==> src/rtl/clk_div_pkg.sv <==
// Shared constants and helpers for the programmable clock divider.
// Pure combinational helpers, no latency.
// No flow control; used by clk_div_cfg and clk_div_prog.
package clk_div_pkg;

    // Smallest divisor that still gives a real high and low phase.
    localparam int MIN_DIV       = 2;
    localparam int CNT_W_DEFAULT = 24;

    // Helpers work at a fixed 32-bit width; callers size-cast in and out,
    // which limits CNT_W to 32 bits.
    localparam int DIV_W = 32;

    // ceil(d/2) without needing an extra bit: (d>>1) + d[0].
    function automatic logic [DIV_W-1:0] half_up(input logic [DIV_W-1:0] d);
        return (d >> 1) + {{(DIV_W-1){1'b0}}, d[0]};
    endfunction

    // max(d, MIN_DIV): divisors 0 and 1 are not meaningful.
    function automatic logic [DIV_W-1:0] clamp_div(input logic [DIV_W-1:0] d);
        return (d < DIV_W'(MIN_DIV)) ? DIV_W'(MIN_DIV) : d;
    endfunction

endpackage

==> src/rtl/clk_div_cfg.sv <==
// Divisor staging: shadow register, pending flag and one-cycle apply ack.
// Load is captured on the edge it is seen; apply happens at a period boundary.
// No backpressure: later loads overwrite the shadow, one ack per apply.
module clk_div_cfg
    import clk_div_pkg::*;
#(
    parameter int CNT_W     = CNT_W_DEFAULT,
    parameter int DIV_RESET = 10
) (
    input  logic             clk_i,
    input  logic             rst_i,
    input  logic             div_load_i,
    input  logic [CNT_W-1:0] div_in_i,
    input  logic             boundary_i,
    output logic             apply_o,
    output logic [CNT_W-1:0] shadow_o,
    output logic             div_ack_o
);

    logic [CNT_W-1:0] shadow_q, shadow_d;
    logic             pending_q, pending_d;
    logic             ack_q;
    logic             apply;

    // The counter uses the shadow as it is before this edge, so a load
    // arriving on the apply edge stays pending for the next boundary.
    assign apply = pending_q && boundary_i;

    // Next-state: a fresh load always wins the pending flag.
    always_comb begin
        shadow_d  = shadow_q;
        pending_d = pending_q;
        if (div_load_i) begin
            shadow_d  = CNT_W'(clamp_div(32'(div_in_i)));
            pending_d = 1'b1;
        end else if (apply) begin
            pending_d = 1'b0;
        end
    end

    // Staging registers and the ack pulse.
    always_ff @(posedge clk_i) begin
        if (rst_i) begin
            shadow_q  <= CNT_W'(DIV_RESET);
            pending_q <= 1'b0;
            ack_q     <= 1'b0;
        end else begin
            shadow_q  <= shadow_d;
            pending_q <= pending_d;
            ack_q     <= apply;
        end
    end

    assign apply_o   = apply;
    assign shadow_o  = shadow_q;
    assign div_ack_o = ack_q;

endmodule

==> src/rtl/clk_div_prog.sv <==
// Runtime-programmable clock divider with registered clk_out and tick strobe.
// Outputs registered from next counter value; tick on the first enabled edge.
// New divisor waits for the end of the current period (immediate when idle).
module clk_div_prog
    import clk_div_pkg::*;
#(
    parameter int CNT_W     = CNT_W_DEFAULT,
    parameter int DIV_RESET = 10
) (
    input  logic             clk,
    input  logic             rst,
    input  logic             en,
    input  logic [CNT_W-1:0] div_in,
    input  logic             div_load,
    output logic             div_ack,
    output logic             clk_out,
    output logic             tick
);

    logic [CNT_W-1:0] cnt_q, cnt_d;
    logic [CNT_W-1:0] d_act_q, d_act_d;
    logic [CNT_W-1:0] half;
    logic [CNT_W-1:0] shadow;
    logic             clk_out_q, clk_out_d;
    logic             tick_q, tick_d;
    logic             wrap;
    logic             boundary;
    logic             apply;

    // Last cycle of the current period.
    assign wrap     = (cnt_q == d_act_q - CNT_W'(1));
    // While stopped there is no period in flight, so any edge is a boundary.
    assign boundary = en ? wrap : 1'b1;

    clk_div_cfg #(
        .CNT_W     (CNT_W),
        .DIV_RESET (DIV_RESET)
    ) u_cfg (
        .clk_i      (clk),
        .rst_i      (rst),
        .div_load_i (div_load),
        .div_in_i   (div_in),
        .boundary_i (boundary),
        .apply_o    (apply),
        .shadow_o   (shadow),
        .div_ack_o  (div_ack)
    );

    // High-phase length comes from the divisor governing the next period.
    assign half = CNT_W'(half_up(32'(d_act_d)));

    // Next counter and output values; stopping parks cnt at D-1 so the
    // first enabled edge wraps to 0 and starts a full period.
    always_comb begin
        d_act_d   = apply ? shadow : d_act_q;
        cnt_d     = d_act_d - CNT_W'(1);
        clk_out_d = 1'b0;
        tick_d    = 1'b0;
        if (en) begin
            cnt_d     = wrap ? '0 : cnt_q + CNT_W'(1);
            clk_out_d = (cnt_d < half);
            tick_d    = (cnt_d == '0);
        end
    end

    // Counter, active divisor and output registers.
    always_ff @(posedge clk) begin
        if (rst) begin
            cnt_q     <= CNT_W'(DIV_RESET - 1);
            d_act_q   <= CNT_W'(DIV_RESET);
            clk_out_q <= 1'b0;
            tick_q    <= 1'b0;
        end else begin
            cnt_q     <= cnt_d;
            d_act_q   <= d_act_d;
            clk_out_q <= clk_out_d;
            tick_q    <= tick_d;
        end
    end

    assign clk_out = clk_out_q;
    assign tick    = tick_q;

endmodule

==> config.mk <==
export PLATFORM = sky130hd
export DESIGN_NAME = clk_div_prog
export DESIGN_NICKNAME = d
export VERILOG_FILES = /design/src/rtl/clk_div_pkg.sv /design/src/rtl/clk_div_cfg.sv /design/src/rtl/clk_div_prog.sv
export SDC_FILE = /design/constraint.sdc
export NUM_CORES = 1
export LEC_CHECK = 0
export ABC_CLOCK_PERIOD_IN_PS = 8350
export CORE_ASPECT_RATIO = 1.2
export CORE_UTILIZATION = 55
export DETAILED_ROUTE_END_ITERATION = 7
export GPL_TIMING_DRIVEN = 1
export PLACE_DENSITY_LB_ADDON = 0.1
export SLEW_MARGIN = 10
export SYNTH_ARGS = -nofsm -noshare
export SYNTH_HDL_FRONTEND = slang
export SYNTH_HIERARCHICAL = 1
export SYNTH_SLANG_ARGS = --single-unit
==> constraint.sdc <==
create_clock -name clk -period 8.35 [get_ports clk]
set_input_delay 2.0875 -clock clk [delete_from_list [all_inputs] [get_ports clk]]
set_output_delay 2.0875 -clock clk [all_outputs]
set_load 0.1 [all_outputs]
* Word level (Yosys, flattened, before mapping)
Cells that the tools add are included.
Operators by class: add/sub/neg operators 4, order comparisons 2, equality and inequality tests 1, multiplexer cells 7, bitwise operators 1, reduce and logical (&&, ||, !) cells 4
Operator list (count):
- $mux W24 | 4
- $sub A24 B1 Y24 const B | 2
- $add A23 B1 Y24 | 1
- $add A24 B1 Y24 const B | 1
- $eq A24 B24 Y1 | 1
- $logic_not A24 Y1 | 1
- $lt A24 B2 Y1 const B | 1
- $lt A24 B24 Y1 | 1
- $mux W1 | 3
- $reduce_bool A2 Y1 | 1
- $reduce_or A2 Y1 | 1
- $logic_and A1 B1 Y1 | 1
- $not A1 Y1 | 1
Storage, ports and cells: register bits 76, input port bits 28, word-level logic and storage cells 26

* Longest topological paths before layout
depth in word-level cells 7, gate-level depth with buffers 31, mapped depth without buffers 27

* Modules after synthesis
Netlist, hierarchy kept.
By module, submodules not included:
- clk_div_prog | instances 1, cells each 620, area an instance 4889.7 um2, seq. area each 1001.0 um2
- clk_div_cfg | instances 1, cells each 96, area an instance 1009.7 um2, seq. area each 520.5 um2

* Least setup slack after synthesis
Ideal clock, no wire load.
path kind flip-flop to flip-flop, start point reg d_act_q[10], end point reg clk_out_q (netlist: clk_out), setup time 116 ps, data arrival time 5878 ps, required time 8234 ps, setup slack 2355 ps, cell stages (with the launch flop) 30, clock period less this slack 5995 ps, cells stage by stage dfxtp_1 -> buf_2 -> or4_4 -> nor4_4 -> and3_1 -> xnor2_1 -> a2111oi_0 -> nand4_1 -> nand2_1 -> and2_1 -> buf_2 -> buf_4 -> buf_4 -> buf_2 -> nand2_1 -> o21a_1 -> inv_1 -> ha_1 -> ha_1 -> nand4_1 -> nor4b_1 -> nand2b_1 -> xnor2_1 -> ha_1 -> nand2_1 -> nor2_1 -> nand3_1 -> a2111oi_0 -> nand3_1 -> o211a_1
On the way: word-level cells in the longest chain between the ends 7, elaborated cells on any way between the ends 8, those cells by class 2 x add/sub; 1 x order compare; 1 x eq/ne; 3 x mux; 1 x reduce/logical
RTL lines:
- from (decl) | RTL line clk_div_prog.sv:21 | logic [CNT_W-1:0] d_act_q, d_act_d;
- from (signal assigned) | RTL line clk_div_prog.sv:70 | d_act_q <= CNT_W'(DIV_RESET);
- from (signal assigned) | RTL line clk_div_prog.sv:75 | d_act_q <= d_act_d;
- $sub A24 B1 Y24 | RTL line clk_div_prog.sv:31 | assign wrap = (cnt_q == d_act_q - CNT_W'(1));
- $eq A24 B24 Y1 | RTL line clk_div_prog.sv:31
- $mux W1 | RTL line clk_div_prog.sv:33 | assign boundary = en ? wrap : 1'b1;
- net boundary | RTL line clk_div_prog.sv:27 | logic boundary;
- $logic_and A1 B1 Y1 | RTL line clk_div_cfg.sv:27 | assign apply = pending_q && boundary_i;
- net apply | RTL line clk_div_prog.sv:28 | logic apply;
- $mux W24 | RTL line clk_div_prog.sv:55 | d_act_d = apply ? shadow : d_act_q;
- net d_act_d[0] | RTL line clk_div_prog.sv:21
- $add A23 B1 Y24 | RTL line clk_div_pkg.sv:16 | return (d >> 1) + {{(DIV_W-1){1'b0}}, d[0]};
- $lt A24 B24 Y1 | RTL line clk_div_prog.sv:61 | clk_out_d = (cnt_d < half);
- to (signal assigned) | RTL line clk_div_prog.sv:76 | clk_out_q <= clk_out_d;
- to (decl) | RTL line clk_div_prog.sv:24 | logic clk_out_q, clk_out_d;
The timed path passes the listed nets, and every way through them passes these cells. A chain may end at the register's enable or synchronous reset.

* Worst setup path in the final report
start point reg d_act_q[10], end point reg clk_out_q (netlist: clk_out)
On the way: word-level cells in the longest chain between the ends 7, elaborated cells on any way between the ends 8, those cells by class 2 x add/sub; 1 x order compare; 1 x eq/ne; 3 x mux; 1 x reduce/logical
RTL lines (RTL line):
- $sub A24 B1 Y24 | clk_div_prog.sv:31
- $eq A24 B24 Y1 | clk_div_prog.sv:31
- $mux W1 | clk_div_prog.sv:33
- net boundary | clk_div_prog.sv:27
- $logic_and A1 B1 Y1 | clk_div_cfg.sv:27
- net apply | clk_div_prog.sv:28
- $mux W24 | clk_div_prog.sv:55
- $add A23 B1 Y24 | clk_div_pkg.sv:16
- $lt A24 B24 Y1 | clk_div_prog.sv:61
The timed path passes the listed nets, and every way through them passes these cells.

==> summary.txt <==
Fin. max-slew vios: 0
Total global-route track usage: 0.301
Max cap viols: 0
Critical path required time: 8.58 ns
# rows: 41
Total Power: 1130 uW
Maximum VDD drop: 0.171 mV
Ant diodes: 0
Number of CTS-inserted buffers: 9
HP Class: flip-flop to flip-flop
Leakage: 0.00246 uW
Vias post-DR: 5371
Async SR Flop Fraction: 0
Total core area: 10500 sq um
First-pass GRT wire length: 25500 microns
Slew headroom: 0.357
Layout cell share with drive strength beyond 1: 0.0623
Worst skew pair latency: 0.34 ns
Type of the worst setup path: flip-flop to flip-flop
Die span in y: 115 microns
# hold bufs at CTS: 0
Vias per inst: 6.31
Detailed Route WL: 16000 microns
Synth top area cells: dfxtp_1 (26%), xnor2_1 (8.2%), mux2i_1 (8.0%)
Starting density of the core: 0.564
Largest family of logic cells by synthesized area: simple AND/OR/NAND/NOR gates
Warnings, synthesis: 6
Arr. time, crit path: 7.28 ns
Synth Net Count: 772
Post-synthesis cell area: 5900 sq um
CTS sink cnt: 76
Fraction of the mapped netlist area in adder cells: 0.0594
TritonCTS clock tree: yes
CP Launch Type: flip-flop
Final period utilization: 0.844
# fillers: 969
Ys flop type: dfxtp_1
Global placer's final weighted congestion: 0.901
Power per cell area: 175 nW/um^2
Worst-Margin Slew: 0.962 ns
Post-synthesis simple-gate area fraction: 0.280
Post-Synth XOR/XNOR Area: 0.134
I/O Pins: 31
Status: finished clean
HP Start: u_cfg/shadow_o[7]
Root Driver: clkbuf_16
Post-synth EDFFs: 0
Final Hold Viols: 0
IO buf count: 30
Mux contribution to synthesized area: 0.0935
Die Wd: 96.5 microns
Worst Path Max Fanout: 36
Largest net degree at the start of global routing: 59
H-tree levels: 3
Clock-pin slew on the worst setup and hold paths: 0.06 ns
Yosys reg bits: 76
DP Wirelength: 12600 microns
Final setup violation count: 0
Post-CTS Resized: 0
WL/cell: 18.8 microns
Final routed DRC violation total: 0
DRT iter0 DRCs: 435
Gate Count Post-Synth: 716
Initial antenna violation count: 0
Post-route ant nets: 0
R2R Path Start: d_act_q[10]
Crit end category: flip-flop
GR Overflow Total: 0
Area of the die: 11100 sq um
Min Tclk post-route: 7.05 ns
Top cell type's share of synthesized area: 0.258
Syn Area/Cell: 8.24 sq um
Worst Setup SP: d_act_q[10]
Post-synthesis compound-gate area fraction: 0.125
Yosys cell types: 72
Maximum buffer depth of the clock tree: 2
Fin Clk Skew: 0.00808 ns
Final net count: 773
Drt first pass iters: 5
Setup TNS: 0 ns
RSZ-0062 raised after global routing: false
Max frequency: 142 MHz
Register area share after synthesis: 0.258
Cell taking the most area after synthesis: dfxtp_1
Vias in the first global route: 5044
Post-CTS setup buffer count: 0
Area Growth Syn to Fin: 10.1%
==> path summary, 6_finish.rpt <==
path	endpoint	slack [ns]	depth (start not counted)
hold / removal	u_cfg/shadow_o[7]	0.50	2
hold reg to reg	u_cfg/shadow_o[7]	0.50	2
setup reg to reg	clk_out	1.30	21
setup / recovery	clk_out	1.30	21
==> placed cells by master (no fill, tap or decap), types with 23 or more instances in the layout <==
cell type,count
ha_1,28
mux2i_1,47
nor2_1,107
o32ai_1,23
xor2_1,35
nor3_1,25
nand4_1,26
nand2_1,30
nand3_1,25
clkdlybuf4s50_1,29
dfxtp_1,76
xnor2_1,55
==> state kept, by name, summed over array words and instances, names as in the netlist <==
register,flops
clk_out,1
cnt_q,24
d_act_q,24
tick,1
u_cfg/div_ack_o,1
u_cfg/pending_q,1
u_cfg/shadow_o,24
==> through the flow <==
stage	hold WS, ns	setup slack [ns]	util	std cells	area [sq um]
floorplan	0.448	2.36	-	716	5900
global placement	0.479	1.40	0.588	835	6150
detailed placement	0.495	1.27	0.588	835	6150
CTS	0.507	1.29	0.621	851	6500
global route	0.531	0.778	0.621	851	6500
finish	0.500	1.30	0.621	851	6500
==> power by group <==
part	total, uW	switching, uW	internal (uW)
Clock	444	151	292
Combinational	283	172	111
Sequential	408	26.2	381
Total	1130	350	784
==> worst max-delay path, stage by stage, from the launching register on <==
cell and delay, ns:
dfxtp_1 0.41, or4_4 0.58, nor4_4 0.39, and3_1 0.29
xnor2_1 0.09, a2111oi_0 0.38, nand4_1 0.31, nand2_1 0.20
and2_2 0.78, mux2i_1 0.43, or4_1 0.65, nor3_1 0.23
nor4b_2 0.36, nand2_1 0.11, xnor2_1 0.13, ha_1 0.31
nand2_1 0.08, nor2_1 0.11, nand3_1 0.15, a2111oi_0 0.56
nand3_1 0.14, o211a_1 0.23
==> cell type report <==
class / instances / area, sq um / area share
inverters: 16 / 60.1 / 0.00924
well taps: 129 / 161 / 0.0248
repair buffers: 35 / 333 / 0.0512
multi-input cells: 579 / 4080 / 0.628
flip-flops and latches: 76 / 1520 / 0.234
clock buffers: 10 / 229 / 0.0352
clock inverters: 6 / 113 / 0.0173
==> cell usage after synthesis, drive strengths merged (7+ instances only) <==
library cell	number
nor3	28
nor3b	9
nor4	23
xnor2	55
nand4	26
ha	28
inv	16
nand3	25
xor2	35
nor2b	7
a21oi	17
mux2i	48
o21ai	8
buf	23
clkbuf	22
o32ai	23
nor2	107
nand2b	11
nand2	30
dfxtp	76
==> cell families after synthesis <==
family,Yosys count
AO/OA/AOI/OAI,98
XOR/XNOR,90
adder cells (fa/ha/maj),28
buffers and inverters,61
flip-flops,76
multiplexers,54
AND/OR/NAND/NOR,309
==> layer usage <==
metal  global-route usage  part of all wire  vias up
met5                    0                 0        -
met4                0.147             0.040        0
li1                     -                 -     2612
met3               0.0492             0.051       41
met1                0.398              0.45     2546
met2                0.474              0.46      172
Power figures use the tool's default switching activity.
